==> config.mk <==
export PLATFORM = sky130hd
export DESIGN_NAME = pe_mem_arbiter
export DESIGN_NICKNAME = d
export VERILOG_FILES = /design/src/rtl/pe_mem_arbiter.sv
export SDC_FILE = /design/constraint.sdc
export NUM_CORES = 1
export LEC_CHECK = 0
export CORE_ASPECT_RATIO = 1.1
export CORE_UTILIZATION = 30
export DETAILED_ROUTE_END_ITERATION = 6
export REMOVE_ABC_BUFFERS = 1
export SYNTH_ARGS = -nofsm -noshare
export SYNTH_HDL_FRONTEND = slang
export SYNTH_SLANG_ARGS = --single-unit
==> constraint.sdc <==
create_clock -name clk -period 4.8 [get_ports clk]
set_input_delay 0.96 -clock clk [delete_from_list [all_inputs] [get_ports clk]]
set_output_delay 0.96 -clock clk [all_outputs]
set_load 0.02 [all_outputs]
==> src/rtl/pe_mem_arbiter.sv <==
// Two-PE arbiter for one shared memory port: grants one access at a time,
// holds it stable until mem_ready, then pulses done and flips priority.
module pe_mem_arbiter #(
  parameter int ADDR_W = 32,
  parameter int DATA_W = 32
) (
  input  logic              clk,
  input  logic              rst,
  input  logic              req1,
  input  logic              req2,
  input  logic              we1,
  input  logic              we2,
  input  logic [ADDR_W-1:0] addr1,
  input  logic [ADDR_W-1:0] addr2,
  input  logic [DATA_W-1:0] wdata1,
  input  logic [DATA_W-1:0] wdata2,
  output logic              stall1,
  output logic              stall2,
  output logic              done1,
  output logic              done2,
  output logic [DATA_W-1:0] rdata1,
  output logic [DATA_W-1:0] rdata2,
  output logic              mem_req,
  output logic              mem_we,
  output logic [ADDR_W-1:0] mem_addr,
  output logic [DATA_W-1:0] mem_wdata,
  input  logic [DATA_W-1:0] mem_rdata,
  input  logic              mem_ready
);

  typedef enum logic [1:0] {
    IDLE   = 2'd0,
    ACCESS = 2'd1,
    DONE   = 2'd2
  } state_e;

  state_e              state_q, state_d;
  logic                owner_q, owner_d;
  logic                prio_q, prio_d;
  logic                we_q, we_d;
  logic [ADDR_W-1:0]   addr_q, addr_d;
  logic [DATA_W-1:0]   wdata_q, wdata_d;
  logic [DATA_W-1:0]   rdata1_q, rdata1_d;
  logic [DATA_W-1:0]   rdata2_q, rdata2_d;
  logic                grant2;

  always_ff @(posedge clk or negedge rst) begin
    if (!rst) begin
      state_q  <= IDLE;
      owner_q  <= 1'b0;
      prio_q   <= 1'b0;
      we_q     <= 1'b0;
      addr_q   <= '0;
      wdata_q  <= '0;
      rdata1_q <= '0;
      rdata2_q <= '0;
    end else begin
      state_q  <= state_d;
      owner_q  <= owner_d;
      prio_q   <= prio_d;
      we_q     <= we_d;
      addr_q   <= addr_d;
      wdata_q  <= wdata_d;
      rdata1_q <= rdata1_d;
      rdata2_q <= rdata2_d;
    end
  end

  always_comb begin
    state_d  = state_q;
    owner_d  = owner_q;
    prio_d   = prio_q;
    we_d     = we_q;
    addr_d   = addr_q;
    wdata_d  = wdata_q;
    rdata1_d = rdata1_q;
    rdata2_d = rdata2_q;
    grant2   = 1'b0;
    unique case (state_q)
      IDLE: begin
        if (req1 || req2) begin
          // A lone requester wins outright; prio only breaks a tie.
          grant2  = req2 && (!req1 || prio_q);
          owner_d = grant2;
          we_d    = grant2 ? we2    : we1;
          addr_d  = grant2 ? addr2  : addr1;
          wdata_d = grant2 ? wdata2 : wdata1;
          state_d = ACCESS;
        end
      end
      ACCESS: begin
        if (mem_ready) begin
          if (!we_q) begin
            if (owner_q) rdata2_d = mem_rdata;
            else         rdata1_d = mem_rdata;
          end
          prio_d  = ~owner_q;
          state_d = DONE;
        end
      end
      DONE:    state_d = IDLE;
      default: state_d = IDLE;
    endcase
  end

  // Memory outputs decode straight from the state register so an
  // asynchronous reset drops mem_req without waiting for a clock.
  assign mem_req   = (state_q == ACCESS);
  assign mem_we    = mem_req && we_q;
  assign mem_addr  = mem_req ? addr_q  : '0;
  assign mem_wdata = mem_req ? wdata_q : '0;

  assign done1  = (state_q == DONE) && !owner_q;
  assign done2  = (state_q == DONE) &&  owner_q;
  assign stall1 = req1 && !done1;
  assign stall2 = req2 && !done2;
  assign rdata1 = rdata1_q;
  assign rdata2 = rdata2_q;

endmodule

======== Yosys cells after proc, flatten, opt, wreduce, memory -nomap -nowiden ========
Index checks and enable logic that the tools add are counted.
storage, ports and cells
  flip-flop bits (word level) ............. 133
  bits of input ports ..................... 167
  word-level logic and storage cells ...... 40
cells by class
  equal/unequal tests ..................... 4
  mux-type cells .......................... 8
  bitwise logic cells ..................... 2
  reductions and logical operators ........ 18
operator list
  operator                                                                  number
  32-bit two-way mux                                                        4
  4-bit AND reduction                                                       2
  1-bit logical AND                                                         6
  2-bit AND reduction                                                       3
  1-bit zero test                                                           4
  2-bit two-way mux                                                         2
  2-bit case mux with 2 select lines                                        1
  2-bit by 1-bit == test with 1-bit output (second input constant)          1
  2-bit == test (second input constant)                                     1
  2-bit zero test                                                           1
  1-bit logical OR                                                          2
  2-bit by 1-bit inequality test with 1-bit output (second input constant)  1
  2-bit inequality test (second input constant)                             1
  1-bit NOT                                                                 2
  1-bit two-way mux                                                         1

======== Depth between registers and ports, before layout ========
Gate-level depths: netlist of run 1.
  depth after elaboration ................. 4
  depth in mapped cells ................... 6

======== Least setup slack after synthesis of run 1 ========
No wires, ideal clock.
  kind .................................... input port to output port
  start ................................... input req2
  end ..................................... output stall2
  arrival ................................. 1.630 ns
  setup slack ............................. 2.210 ns
  stages on the path ...................... 4
  path buffers ............................ 2
  cells stage by stage .................... inv_2 > clkbuf_1 > clkbuf_1 > nor2_1
between the ends
  cells in the longest elaborated chain, start to end .. 1
ends and longest elaborated chain
  element            RTL line  RTL
  from (decl)        10        input logic req2,
  1-bit logical AND  116       assign stall2 = req2 && !done2;
  to (decl)          18        output logic stall2,
No other way between the ends.

======== Final worst setup path of run 1 ========
  start ................................... register state_q[1]
  end ..................................... output mem_addr[30]
between the ends
  cells in the longest elaborated chain, start to end .. 2
ends and longest elaborated chain
  element                                   RTL line  RTL
  from (decl)                               37        state_e state_q, state_d;
  from (signal assigned)                    58        state_q <= state_d;
  2-bit by 1-bit == test with 1-bit output  108       assign mem_req = (state_q == ACCESS);
  32-bit two-way mux                        110       assign mem_addr = mem_req ? addr_q : '0;
  to (decl)                                 25        output logic [ADDR_W-1:0] mem_addr,
No other way between the ends.

==> results of run 1 <==
-- registers in the layout, summed over array words and instances, names as in the netlist --
name,count
prio_q,1
state_q,2
addr_q,32
we_q,1
wdata_q,32
rdata2,32
owner_q,1
rdata1,32
-- final cells by class --
cell class,instances,share of cell area [%]
multi-input combinational,407,26.4
sequential,133,33.0
tap,256,3.17
inverter,3,0.112
timing repair buffer,311,30.6
clock buffer,18,4.35
clock inverter,14,2.34
-- power breakdown --
part | internal [mW] | switching (mW)
Clock | 0.956 | 0.554
Sequential | 1.68 | 0.310
Combinational | 1.68 | 1.79
Total | 4.32 | 2.65
-- layout by cell type, fill, tap and decap left out --
cell,synthesis,layout
clkdlybuf4s50_1,0,298
dfrtp_1,133,133
a21oi_1,67,67
and2_1,67,66
o21ai_0,66,66
nand3_1,66,66
a31oi_1,65,65
mux2_2,64,64
clkbuf_16,0,17
buf_4,2,10
bufinv_16,0,5
inv_6,0,4
inv_8,0,3
inv_2,2,2
nor3b_1,2,2
clkinv_4,0,2
nand2b_4,1,1
inv_1,1,1
nor2b_1,2,1
nor2_1,2,1
nor2b_4,0,1
nor2_4,0,1
or2_2,0,1
and2_2,0,1
nand2b_2,0,1
nor4b_4,1,1
o21bai_1,1,1
nand4b_2,1,1
clkbuf_8,0,1
buf_6,8,1
buf_2,9,1
buf_12,0,1
-- worst min path at each step --
stage / start / cells past startpoint / slack (ns) / endpoint
floorplan: prio_q$_DFFE_PN0P_ / 2 / 0.50 / prio_q$_DFFE_PN0P_
global placement: rdata2[5]$_DFFE_PN0P_ / 1 / 0.49 / rdata2[5]$_DFFE_PN0P_
detailed placement: rdata2[26]$_DFFE_PN0P_ / 1 / 0.49 / rdata2[26]$_DFFE_PN0P_
CTS: rdata2[30]$_DFFE_PN0P_ / 1 / 0.51 / rdata2[30]$_DFFE_PN0P_
global route: rdata2[1]$_DFFE_PN0P_ / 1 / 0.51 / rdata2[1]$_DFFE_PN0P_
finish: rdata2[23]$_DFFE_PN0P_ / 1 / 0.50 / rdata2[23]$_DFFE_PN0P_
-- critical path, cell delays in order (launching register included) --
cell and delay (ns):
dfrtp_1 0.42, nand2b_4 0.18, inv_2 0.52, buf_4 0.36, and2_1 0.17, clkdlybuf4s50_1 0.60
-- stage by stage --
stage / instances / area, um2 / util (%) / worst slack (ns) / total power, mW
6_report: 1142 / 10100 / 49.1 / 1.14 / 6.97
5_1_grt: 1142 / 10100 / 49.1 / 0.957 / 7.36
4_1_cts: 1142 / 10100 / 49.1 / 1.07 / 7.04
3_5_place_dp: 1110 / 9420 / 45.8 / 1.53 / 5.50
3_3_place_gp: 1110 / 9420 / 45.8 / 1.59 / 5.47
2_1_floorplan: 543 / 5990 / - / 0.657 / 3.75
-- logic make-up (layout without fill, tap and decap cells) --
kind of cell	count (synthesis)	count (layout)	share of synthesized area, %
AO/OA/AOI/OAI	199	199	17.1
AND/OR/NAND/NOR	144	144	13.5
flip-flops	133	133	52.8
buffers and inverters	66	346	5.18
multiplexers	64	64	11.4
-- per-layer routing --
| layer | up-vias | global-route usage [%] | share of wire, % |
|---|---|---|---|
| met3 | 24 | 7.85 | 10 |
| met1 | 2760 | 25.5 | 42 |
| met4 | 2 | 6.49 | 1.7 |
| li1 | 2723 | - | - |
| met2 | 285 | 32.8 | 46 |
| met5 | - | 0 | 0.081 |
==> results.toml, run 1 <==
[worst_setup_path]
reg2reg_to = "addr_q[26]$_DFFE_PN0P_"
critPathLaunchType = "register"
endpoint = "mem_addr[30]"
endpoint_kind = "primary output"
cp_max_fo = 46
worstSetupStartpoint = "state_q[1]$_DFFE_PN0P_"
timing.rr.start = "prio_q$_DFFE_PN0P_"
reg2reg_depth = 4
worstSetupPathType = "register to primary output"
required_ns = 3.84
reg2reg_setup_slack_ns = 2.64
cp.arrival_ns = 2.70

[clock_tree]
clock-sinks = 133
ctsHoldBuffers = 0
clockBufferDepth = 2
htree_levels = 4
cts_resized = 0
clk_pin_slew_ns = 0.06
cts_tree = "yes"
clk_latency_ns = 0.42
root_buffer = "clkbuf_16"
cts_buffers = 17
post-cts-setup-buffers = 0

[timing]
fmax_ghz = 0.273
fin_crit_sh_pct = 76.2
slew_viol_final = 0
worst_pin_slew_ns = 1.07
skew_ns = 0.0138
fin_crit_ns = 3.66
worst_slew_margin_rel_pct = 28.9
setup_viol = 0
hold_viol_final = 0
rsz0062_at_grt = "false"
fin_tns_setup_ns = 0
whs_ns = 0.503

[synth]
syn_area_per_cell_um2 = 10.4
synth_flop_cell = "dfrtp_1"
synth-seq-cells = 133
synthTopCellsByCount = "dfrtp_1, a21oi_1, and2_1, nand3_1, o21ai_0"
yosysUniqueCellTypes = 23
ys.warnings.count = 0
netlist_area_mm2 = 0.00630
ys_seq_area_share_pct = 52.8
synth_edf_count = 0
synthArstFlopShare_pct = 100
synth_most_common_cell = "dfrtp_1"
yosys-top-cells-area = "dfrtp_1, mux2_2, and2_1, a31oi_1, a21oi_1"
synth_top_area_cell = "dfrtp_1"
synthCells = 606
synth_top_area_share_pct = 52.8

[floorplanning]
dieArea_mm2 = 0.0216
core_mm2 = 0.0206
die_y_um = 154
die_w_um = 140
initial_core_util_pct = 30.6
io-pin-count = 301
rows = 55

[finish]
syn_to_final_growth_pct = 60.2
seqCellArea_mm2 = 0.00333
fillers = 1926
drive_gt1_share_pct = 13.4
fin_nets = 1040
num_antenna_cells = 0
multiInputGateArea_mm2 = 0.00267

[power]
power_density_mw_per_mm2 = 690
p_leak_nw = 3.98
vdd_drop_max_v = 0.000349

[grt]
grt_overflow_total = 0
grt_pass1_wl_um = 33900
antenna_found_initial = 1
grt_pass1_vias = 5812
grt_max_degree = 106
track_usage_pct = 20.5

[placement]
dp_hpwl_um = 14300
portBuffers = 300
routabilityCongestion = 0.742

[drt]
wl_per_cell_um = 19.4
drtPass1Iterations = 4
num_vias = 5794
vias_per_cell = 5.07
antenna_left = 0
drt_iter0_markers = 178
drt_wl_total_um = 22100
drc = 0

[worst_hold_path]
hold_class = "register to register"

[flow_run]
drv_cap = 0

[run_status]
status = "finished, final reports clean"
No activity file was read; power rests on OpenSTA's default activity.
==> inputs of run 2 (changes only) <==
==> constraint.sdc (replaced) <==
create_clock -name clk -period 3.2 [get_ports clk]
set_input_delay 0.64 -clock clk [delete_from_list [all_inputs] [get_ports clk]]
set_output_delay 0.64 -clock clk [all_outputs]
set_load 0.02 [all_outputs]
==> results.toml, run 2 (synthesized netlist as in run 1, its figures left out) <==
[run_status]
status = "finished, final reports clean"

[finish]
fillers = 1946
final_common_cell = "clkdlybuf4s50_1"
seqCellArea_mm2 = 0.00333
fin_nets = 1043
num_antenna_cells = 0
multiInputGateArea_mm2 = 0.00267
syn_to_final_growth_pct = 60.3
drive_gt1_share_pct = 13.7
finalInstanceArea_mm2 = 0.0101
final_cell_mix = "clkdlybuf4s50_1, dfrtp_1, a21oi_1"

[timing]
fin_crit_ns = 3.02
slew_viol_final = 0
hold_viol_final = 0
worst_slew_margin_rel_pct = 45.9
fmax_ghz = 0.331
skew_ns = 0.0117
rsz0062_at_grt = "false"
worst_pin_slew_ns = 0.812
fin_crit_sh_pct = 94.5
setup_viol = 0

[clock_tree]
post-cts-setup-buffers = 0
root_buffer = "clkbuf_16"
cts_resized = 0
cts_tree = "yes"
clock-sinks = 133
clockBufferDepth = 2
clk_latency_ns = 0.42
htree_levels = 4
clk_pin_slew_ns = 0.07
cts_buffers = 17
ctsHoldBuffers = 0

[grt]
grt_max_degree = 67
antenna_found_initial = 1
grt_pass1_wl_um = 34100
track_usage_pct = 20.6
grt_pass1_vias = 5958
grt_overflow_total = 0

[power]
vdd_drop_max_v = 0.000396
p_total_mw = 10.2
power_density_mw_per_mm2 = 1010
p_leak_nw = 3.97

[worst_setup_path]
cp.arrival_ns = 2.38
cp_slowest_cell = "clkdlybuf4s50_1"
crit_chain = "nand2b_4, inv_2, buf_4, and2_1, clkdlybuf4s50_1"
endpoint_kind = "primary output"
worstSetupPathType = "register to primary output"
critPathLaunchType = "register"
cp_max_fo = 22
reg2reg_depth = 5
max_stage_delay_ns = 0.60
required_ns = 2.56

[drt]
drt_iter0_markers = 215
drt_wl_total_um = 21700
wl_per_cell_um = 19.0
vias_per_cell = 5.11
drtPass1Iterations = 5
antenna_left = 0
drc = 0
num_vias = 5849

[flow_run]
drv_cap = 0

[floorplanning]
core_mm2 = 0.0206
initial_core_util_pct = 30.6
dieArea_mm2 = 0.0216
die_y_um = 154
die_w_um = 140
rows = 55
io-pin-count = 301

[placement]
portBuffers = 300
routabilityCongestion = 0.760
dpl_cell_area_mm2 = 0.00950
dp_hpwl_um = 14500

[worst_hold_path]
hold_class = "primary input to async pin"
-- run 2: cell type report --
class                      count  area share (%)
sequential                   133            32.9
timing repair buffer         314            31.3
multi-input combinational    407            26.4
clock buffer                  17            4.21
tap                          256            3.17
clock inverter                15            1.83
inverter                       3           0.111
-- run 2: worst paths after layout --
| kind | from | to | slack [ns] |
|---|---|---|---|
| worst max-delay path | state_q[1]$_DFFE_PN0P_ | mem_addr[16] | 0.18 |
| worst min-delay path | rst | rdata1[13]$_DFFE_PN0P_ | 0.15 |
| worst max register to register | state_q[1]$_DFFE_PN0P_ | rdata2[30]$_DFFE_PN0P_ | 1.40 |
| worst min register to register | rdata2[11]$_DFFE_PN0P_ | rdata2[11]$_DFFE_PN0P_ | 0.50 |
| max in group asynchronous | rst | addr_q[21]$_DFFE_PN0P_ | 2.23 |
| min in group clk | rdata2[11]$_DFFE_PN0P_ | rdata2[11]$_DFFE_PN0P_ | 0.50 |
-- run 2: power by group --
| part | switching, mW | internal (mW) |
|---|---|---|
| logic | 2.66 | 2.56 |
| clock network | 0.849 | 1.18 |
| registers | 0.467 | 2.52 |
-- run 2: critical path, delay by kind of cell (launching register included) --
family,cells,cell delay (ns)
buf+inv,3,1.18
simple gates,2,0.35
flops,1,0.42
-- run 2: through the flow --
stage / TNS, ns / setup slack (ns) / utilization, % / hold slack [ns] / instances
after floorplan: -62.20 / -0.943 / - / 0.344 / 543
after global placement: 0 / 0.635 / 46.1 / 0.486 / 1113
after detailed placement: 0 / 0.591 / 46.1 / 0.491 / 1113
after CTS: 0 / 0.127 / 49.1 / 0.151 / 1145
after global routing: 0 / 0.0385 / 49.1 / 0.166 / 1145
final: 0 / 0.177 / 49.1 / 0.150 / 1145
-- run 2: per-layer routing --
layer	up-vias	global-route usage [%]	share of wire, %
met5	-	0	0.060
li1	2733	-	-
met2	259	34.1	49
met4	2	6.07	1.5
met3	29	6.79	7.9
met1	2826	25.4	42
==> inputs of run 3 (changes only) <==
--- a/config.mk
+++ b/config.mk
@@ -6,8 +6,9 @@
 export NUM_CORES = 1
 export LEC_CHECK = 0
 export CORE_ASPECT_RATIO = 1.1
-export CORE_UTILIZATION = 30
+export CORE_UTILIZATION = 37
 export DETAILED_ROUTE_END_ITERATION = 6
+export PLACE_DENSITY = 0.77
 export REMOVE_ABC_BUFFERS = 1
 export SYNTH_ARGS = -nofsm -noshare
 export SYNTH_HDL_FRONTEND = slang
==> results.toml, run 3 (synthesized netlist as in run 1, its figures left out) <==
[timing]
whs_ns = 0.230
fin_crit_sh_pct = 88.8
setup_viol = 0
fin_crit_ns = 2.84
slew_viol_final = 0
skew_ns = 0.00824
rsz0062_at_grt = "false"
worst_slew_margin_rel_pct = 47.9
fmax_ghz = 0.352
fin_tns_setup_ns = 0
hold_viol_final = 0
worst_pin_slew_ns = 0.781

[worst_setup_path]
cp.arrival_ns = 2.20
required_ns = 2.56
cp_slowest_cell = "clkdlybuf4s50_1"
endpoint = "mem_wdata[11]"
timing.rr.start = "state_q[0]$_DFFE_PN0P_"
worstSetupPathType = "register to primary output"
critPathLaunchType = "register"
max_stage_delay_ns = 0.61
endpoint_kind = "primary output"
crit_chain = "nand2b_4, inv_2, buf_12, and2_1, clkdlybuf4s50_1"
reg2reg_depth = 4
reg2reg_to = "wdata_q[20]$_DFFE_PN0P_"
critPathTopFamily = "buffers and inverters"
reg2reg_setup_slack_ns = 1.27
worstSetupStartpoint = "state_q[1]$_DFFE_PN0P_"
critPathBufInv = 3
cp_num_cells = 5
cp_max_fo = 67

[power]
internal-power_mw = 6.29
p_leak_nw = 3.95
vdd_drop_max_v = 0.000454
netSwitchingPower_mw = 3.92
switching_share_pct = 38.4
p_seq_share_pct = 29.4
power_frac_comb_pct = 50.8
p_clk_share_pct = 19.8
p_total_mw = 10.2
power_density_mw_per_mm2 = 1020

[drt]
wl_per_cell_um = 19.3
vias_per_cell = 5.37
drc = 0
num_vias = 5856
drtPass1Iterations = 4
drt_iter0_markers = 339
antenna_left = 0
drt_wl_total_um = 21000

[grt]
grt_pass1_vias = 5923
grt_pass1_wl_um = 32700
antenna_found_initial = 1
track_usage_pct = 24.1
grt_overflow_total = 0
grt_max_degree = 72

[finish]
finalInstanceArea_mm2 = 0.0100
drive_gt1_share_pct = 13.5
num_antenna_cells = 0
syn_to_final_growth_pct = 58.6
final_common_cell = "clkdlybuf4s50_1"
final_core_util_pct = 60.6
fin_nets = 1042
final_cell_mix = "clkdlybuf4s50_1, dfrtp_1, a21oi_1"

[placement]
portBuffers = 300
routabilityCongestion = 0.771
dp_hpwl_um = 13900
dpl_cell_area_mm2 = 0.00940

[clock_tree]
clockBufferDepth = 2
root_buffer = "clkbuf_16"
htree_levels = 4
clk_pin_slew_ns = 0.06
cts_resized = 0
cts_tree = "yes"
ctsHoldBuffers = 0
cts_buffers = 17
clk_latency_ns = 0.41
post-cts-setup-buffers = 0
clock-sinks = 133

[floorplanning]
die_w_um = 126
rows = 49
die_y_um = 139
dieArea_mm2 = 0.0176
core_mm2 = 0.0165
initial_core_util_pct = 38.2
io-pin-count = 301

[run_status]
status = "finished, final reports clean"

[worst_hold_path]
hold_class = "primary input to async pin"

[flow_run]
drv_cap = 0
## run 3: cell count changes in the layout (fill, tap and decap cells not counted), moves of 2 or more
cell	delta
clkinv_2	+2
inv_8	-2
buf_12	-2
inv_6	-2
## run 3: per-stage QoR
stage / setup slack, ns / instances
after global routing: 0.276 / 1091
after detailed placement: 0.483 / 1060
after global placement: 0.543 / 1060
after CTS: 0.349 / 1091
after floorplan: -0.943 / 543
final: 0.360 / 1091
## run 3: worst min path at each step
stage                                      start  cells after the start                 endpoint  slack (ns)
after detailed placement  rdata2[28]$_DFFE_PN0P_                      1   rdata2[28]$_DFFE_PN0P_        0.49
after global placement    rdata2[10]$_DFFE_PN0P_                      1   rdata2[10]$_DFFE_PN0P_        0.49
after floorplan                              rst                      0    addr_q[0]$_DFFE_PN0P_        0.34
after CTS                                    rst                      1   addr_q[26]$_DFFE_PN0P_        0.25
after global routing                         rst                      1   addr_q[26]$_DFFE_PN0P_        0.27
final                                        rst                      1  wdata_q[18]$_DFFE_PN0P_        0.23
## run 3: final cells by class
| class | count | area (um2) |
|---|---|---|
| fillers | 1359 | 6490 |
| repair buffers | 313 | 3130 |
| clock buffers | 17 | 425 |
| inverters | 3 | 11.3 |
| flip-flops and latches | 133 | 3330 |
| clock inverters | 14 | 176 |
| well taps | 204 | 255 |
| multi-input cells | 407 | 2670 |
## run 3: layer usage
| layer | track usage [%] | up-vias | routed length (um) |
|---|---|---|---|
| met5 | 0 | - | 10 |
| li1 | - | 2735 | - |
| met4 | 7.67 | 2 | 383 |
| met2 | 41.5 | 283 | 10600 |
| met3 | 7.45 | 28 | 1740 |
| met1 | 28.4 | 2808 | 8330 |
## run 3: power groups by stage
stage	clock network [mW]	logic, mW	registers (mW)
floorplan	0	2.23	3.39
global placement	0	5.16	2.98
detailed placement	0	5.22	3.03
CTS	2.05	5.24	3.01
global route	2.11	5.54	3.10
finish	2.02	5.19	3.00
